**src/rtl/seven_seg_scan_mux.sv**
```systemverilog
// Time-multiplexed seven-segment scanner: N_AN active-low anodes over a movable window of N_DIG BCD digits.
// Optional leading-zero blanking is enabled by defining SEVENSEG_LZB_EN.
module seven_seg_scan_mux #(
  parameter int N_AN       = 4,
  parameter int N_DIG      = 6,
  parameter int PRESCALE_W = 11,
  parameter int GUARD      = 8,
  parameter int OFS_W      = (N_DIG - N_AN + 1 > 1) ? $clog2(N_DIG - N_AN + 1) : 1
) (
  input  logic                 clk,
  input  logic                 rst_n,
  input  logic [4*N_DIG-1:0]   digits_in,
  input  logic [N_DIG-1:0]     dp_in,
  input  logic [OFS_W-1:0]     win_sel,
  input  logic                 win_req,
  output logic                 win_ack,
  output logic [N_AN-1:0]      an,
  output logic [3:0]           digit_out,
  output logic                 dp_n,
  output logic                 frame_tick
);
  localparam int S_W   = (N_AN > 1) ? $clog2(N_AN) : 1;
  localparam int IDX_W = (N_DIG > 1) ? $clog2(N_DIG) : 1;
  localparam logic [OFS_W-1:0]      MAX_OFS = OFS_W'(N_DIG - N_AN);
  localparam logic [S_W-1:0]        S_LAST  = S_W'(N_AN - 1);
  localparam logic [PRESCALE_W-1:0] GUARD_P = PRESCALE_W'(GUARD);

  logic [PRESCALE_W-1:0] p_reg;
  logic [S_W-1:0]        s_reg;
  logic [OFS_W-1:0]      offset_reg;
  logic [OFS_W-1:0]      pending_reg;
  logic                  pending_valid_reg;
  logic [N_AN-1:0]       an_reg;
  logic [3:0]            digit_reg;
  logic                  dp_n_reg;
  logic                  win_ack_reg;
  logic                  frame_tick_reg;

  logic                  p_wrap;
  logic                  boundary;
  logic [OFS_W-1:0]      req_ofs;
  logic [3:0]            win_dig [N_AN];
  logic [N_AN-1:0]       win_dp;
  logic [N_AN-1:0]       blank;
  logic                  slot_blank;
  logic [N_AN-1:0]       an_next;

  assign p_wrap   = (p_reg == '1);
  assign boundary = p_wrap && (s_reg == S_LAST);
  assign req_ofs  = (win_sel > MAX_OFS) ? MAX_OFS : win_sel;

  // Window view: slot gi shows input digit offset+gi.
  genvar gi;
  generate
    for (gi = 0; gi < N_AN; gi++) begin : g_win
      logic [IDX_W-1:0] idx;
      assign idx         = IDX_W'(offset_reg) + IDX_W'(gi);
      assign win_dig[gi] = digits_in[4*idx +: 4];
      assign win_dp[gi]  = dp_in[idx];
    end
  endgenerate

`ifdef SEVENSEG_LZB_EN
  logic zero_run;
  // A slot is dark when it and every higher slot in the window hold zero; slot 0 always shows.
  always_comb begin
    blank    = '0;
    zero_run = 1'b1;
    for (int k = N_AN - 1; k >= 0; k--) begin
      zero_run = zero_run && (win_dig[k] == 4'd0);
      if (k != 0) blank[k] = zero_run;
    end
  end
`else
  assign blank = '0;
`endif

  assign slot_blank = blank[s_reg];

  always_comb begin
    an_next = '1;
    if (p_reg >= GUARD_P && !slot_blank) an_next[s_reg] = 1'b0;
  end

  always_ff @(posedge clk or negedge rst_n) begin
    if (!rst_n) begin
      p_reg             <= '0;
      s_reg             <= '0;
      offset_reg        <= '0;
      pending_reg       <= '0;
      pending_valid_reg <= 1'b0;
      an_reg            <= '1;
      digit_reg         <= 4'd0;
      dp_n_reg          <= 1'b1;
      win_ack_reg       <= 1'b0;
      frame_tick_reg    <= 1'b0;
    end else begin
      p_reg <= p_reg + 1'b1;
      if (p_wrap) s_reg <= (s_reg == S_LAST) ? '0 : s_reg + 1'b1;

      if (boundary && pending_valid_reg) offset_reg <= pending_reg;
      // A request in the boundary cycle itself survives into the next frame.
      if (win_req) begin
        pending_reg       <= req_ofs;
        pending_valid_reg <= 1'b1;
      end else if (boundary) begin
        pending_valid_reg <= 1'b0;
      end

      an_reg         <= an_next;
      digit_reg      <= win_dig[s_reg];
      dp_n_reg       <= ~(win_dp[s_reg] && !slot_blank);
      frame_tick_reg <= boundary;
      win_ack_reg    <= boundary && pending_valid_reg;
    end
  end

  assign an         = an_reg;
  assign digit_out  = digit_reg;
  assign dp_n       = dp_n_reg;
  assign win_ack    = win_ack_reg;
  assign frame_tick = frame_tick_reg;
endmodule

```
**config.mk**
```make
export PLATFORM = sky130hd
export DESIGN_NAME = seven_seg_scan_mux
export DESIGN_NICKNAME = d
export VERILOG_FILES = /design/src/rtl/seven_seg_scan_mux.sv
export SDC_FILE = /design/constraint.sdc
export NUM_CORES = 1
export LEC_CHECK = 0
export ABC_CLOCK_PERIOD_IN_PS = 1600
export CELL_PAD_IN_SITES_DETAIL_PLACEMENT = 1
export CELL_PAD_IN_SITES_GLOBAL_PLACEMENT = 1
export CORE_AREA = 2 2 69 84
export DETAILED_ROUTE_END_ITERATION = 6
export DIE_AREA = 0 0 71 86
export PLACE_DENSITY = 0.77
export SLEW_MARGIN = 20
export SYNTH_ARGS = -nofsm -noshare
export SYNTH_HDL_FRONTEND = slang
export SYNTH_SLANG_ARGS = --single-unit
```
**constraint.sdc**
```tcl
create_clock -name clk -period 1.6 [get_ports clk]
set_input_delay 0.4 -clock clk [delete_from_list [all_inputs] [get_ports clk]]
set_output_delay 0.4 -clock clk [all_outputs]
set_load 0.005 [all_outputs]
```
==> impl_metrics.env <==
export IMPL_outcome="complete, but fails checks"
export IMPL_violations="negative setup slack"
export IMPL_setup_viol=4
export IMPL_hpwl_mm=3.45
export IMPL_clkPwrFrac_pct=37.8
export IMPL_cp_cell_sequence="buf_12 > mux2i_1 > mux4_2 > and2_1 > a211o_1"
export IMPL_fmaxAchievable_mhz=603
export IMPL_cts_hold_buffers=0
export IMPL_fp_coreArea_sq_um=5260
export IMPL_finalHoldViolations=0
export IMPL_clockRootBuffer="clkbuf_8"
export IMPL_ys_top_cells_by_area="dfrtp_1 (34%), dfstp_2 (7.5%), mux2i_1 (6.9%)"
export IMPL_routed_wl_met3_microns=166
export IMPL_start_kind="flip-flop"
export IMPL_syn_cell_area_sq_um=1750
export IMPL_skew_ns=0.00267
export IMPL_area_growth_pct=54.2
export IMPL_drc_errors=0
export IMPL_antenna_cells=0
export IMPL_drt_total_wl_mm=4.61
export IMPL_worst_slack_ns=-0.0592
export IMPL_ys_flop_type="dfrtp_1"
export IMPL_p_leak_nw=1.17
export IMPL_topRoutingLayerUsed="met4"
export IMPL_via_per_inst=5.08
export IMPL_grt_pass1_wl_mm=7.68
export IMPL_period_share_pct=104
export IMPL_swShare_pct=22.9
export IMPL_synth_top_area_share_pct=34.3
export IMPL_final_cells=302
export IMPL_dr_pass1_iters=4
export IMPL_required_ns=1.81
export IMPL_hold_path_class="in2async"
export IMPL_utilization_pct=51.4
export IMPL_wl_met1_mm=1.90
export IMPL_clock_path_buffers=2
export IMPL_start_util_pct=33.3
export IMPL_grt_ovfl_total=0
export IMPL_fp_row_count=29
export IMPL_vdd_drop_max_mv=0.298
export IMPL_relSlewSlack_pct=73.0
export IMPL_final_max_slew_viol_count=0
export IMPL_h_tree_depth=2
export IMPL_cp_top_family="multiplexers"
export IMPL_dr_wl_met2_mm=2.46
export IMPL_crit_buf_inv=1
export IMPL_tightest_slew_ns=0.402
export IMPL_drt_iter0_drc=30
export IMPL_syn_num_nets=203
export IMPL_die_area_sq_um=6110
export IMPL_cts_buffers=5
export IMPL_nets=282
export IMPL_drv_cap=0
export IMPL_dieWidth_microns=71
export IMPL_yosysMostFrequentCell="dfrtp_1"
export IMPL_combPwrFrac_pct=13.3
export IMPL_clock_latency_ns=0.28
export IMPL_synth_area_leader_cell="dfrtp_1"
export IMPL_via_count=1535
export IMPL_syn_instance_count=160
export IMPL_min_period_ns=1.66
export IMPL_cp_arrival_ns=1.87
export IMPL_io_buffers=45
export IMPL_ant_nets=0
export IMPL_power_density_nw_per_um2=566
export IMPL_intPower_mw=1.18
export IMPL_io_pins=46
export IMPL_die_h_microns=86
export IMPL_criticalPathCategory="reg2reg"
export IMPL_end_kind="flip-flop"
export IMPL_critPathMaxFanout=12
export IMPL_grt_total_usage_pct=15.9
export IMPL_ys_seq_elements=29
export IMPL_largest_register_ffs=11
export IMPL_async_flop_share_pct=100
export IMPL_cts_tree="done"
export IMPL_drive_above_1_share_pct=33.3
export IMPL_yosys_warnings=0
export IMPL_gp_congestion=0.753
export IMPL_cts_sinks=29
export IMPL_routedWlPerCell_microns=15.2
export IMPL_seqPwrFrac_pct=49.0
export IMPL_antenna_found_initial=0
export IMPL_rsz0062_at_grt="yes"
export IMPL_p_sw_mw=0.350
export IMPL_syn_avg_cell_area_sq_um=11.0
export IMPL_yosysSeqAreaShare_pct=41.8
export IMPL_grt_max_degree=30
export IMPL_synth_edf_count=0
export IMPL_synth_distinct_cells=42
export IMPL_nFillCells=564
export IMPL_cts_clk_slew_worst_paths_ns=0.06
export IMPL_synth_commonest_cells="dfrtp_1 (24), mux2i_1 (12), nand2_1 (10), inv_1 (9), mux2_2 (9)"
export IMPL_dp_cells=288
export IMPL_grt_pass1_vias=1668
export IMPL_critical_path_max_stage_delay_ns=0.46
export IMPL_crit_path_top_delay_cell="mux4_2"
==> worst register-to-register path: stages (launching register included) <==
cell and delay (ns):
dfrtp_2 0.44, buf_12 0.16, mux2i_1 0.13, mux4_2 0.46, and2_1 0.17, a211o_1 0.22
==> cell usage in the layout (no fill, tap or decap), drive strengths merged, types with 2 or more instances in the layout <==
master         instances
mux2                  11
xnor2                  5
xor2                   6
dlygate4sd2            6
a211oi                 3
a221oi                 8
inv                   10
dfstp                  5
and3                   4
dfrtp                 24
a221o                  4
mux2i                 12
nor3                   4
nor2b                  3
clkinv                 2
nand2                 10
buf                   33
a21oi                  3
o21ai                  4
clkbuf                 7
nand3                  5
nor4                   5
nor2                   8
clkdlybuf4s50         39
ha                     8
==> routing by layer <==
metal  vias up  GRT usage (%)
met4         0           6.86
met3         8           3.88
met5         -              0
met2        39           26.9
met1       748           19.0
li1        740              -
==> per-stage QoR <==
step / instance area [sq um] / hold WS [ns] / setup TNS, ns / power, mW / worst slack (ns)
floorplan: 1760 / 0.104 / -0.0358 / 0.812 / -0.0251
global placement: 2480 / 0.472 / -1.02 / 0.958 / -0.280
detailed placement: 2480 / 0.475 / -1.27 / 0.964 / -0.338
CTS: 2620 / 0.474 / -0.164 / 1.54 / -0.0590
global route: 2700 / 0.499 / -0.438 / 1.60 / -0.116
finish: 2700 / 0.480 / -0.133 / 1.53 / -0.0592
==> final cells by class <==
cell class / instances / area, sq um / area share [%]
Clock inverter: 2 / 10.0 / 0.370
Timing Repair Buffer: 79 / 769 / 28.5
Sequential cell: 29 / 736 / 27.2
Tap cell: 62 / 77.6 / 2.87
Inverter: 10 / 40.0 / 1.48
Clock buffer: 6 / 72.6 / 2.69
Multi-Input combinational cell: 114 / 997 / 36.9
==> cells by family (layout without fill, tap and decap cells) <==
logic type / count (synthesis) / count (layout) / synth area share (%)
xor+xnor: 11 / 11 / 5.50
fa+ha+maj: 8 / 8 / 5.71
mux: 24 / 24 / 15.6
flops: 29 / 29 / 41.8
compound gates: 27 / 27 / 12.3
simple gates: 44 / 44 / 14.2
buf+inv: 17 / 97 / 4.92
==> power groups by stage <==
stage / Combinational [mW] / Clock [mW] / Sequential [mW]
final: 0.203 / 0.578 / 0.749
after global routing: 0.221 / 0.631 / 0.750
after CTS: 0.202 / 0.589 / 0.750
after detailed placement: 0.201 / 0 / 0.763
after global placement: 0.196 / 0 / 0.762
after floorplan: 0.0491 / 0 / 0.763
==> path summary, 6_finish.rpt <==
check                                         end  depth (start not counted)         startpoint  slack (ns)
worst min register to register  pending_valid_reg                          1  pending_valid_reg        0.48
worst max-delay path                         dp_n                          5           s_reg[1]       -0.06
worst min-delay path                     p_reg[2]                          2              rst_n        0.48
worst max register to register               dp_n                          5           s_reg[1]       -0.06
max in group asynchronous                   an[1]                          2              rst_n        0.89
min in group clk                pending_valid_reg                          1  pending_valid_reg        0.48
==> timing repair <==
action | 4_1_cts | 5_1_grt
gates cloned | 0 | 1
pin swaps | 1 | 6
endpoints found under the setup margin | 9 | 7
resized for setup | 13 | 13
setup buffers | 3 | 2
No activity file was read; power rests on OpenSTA's default activity.
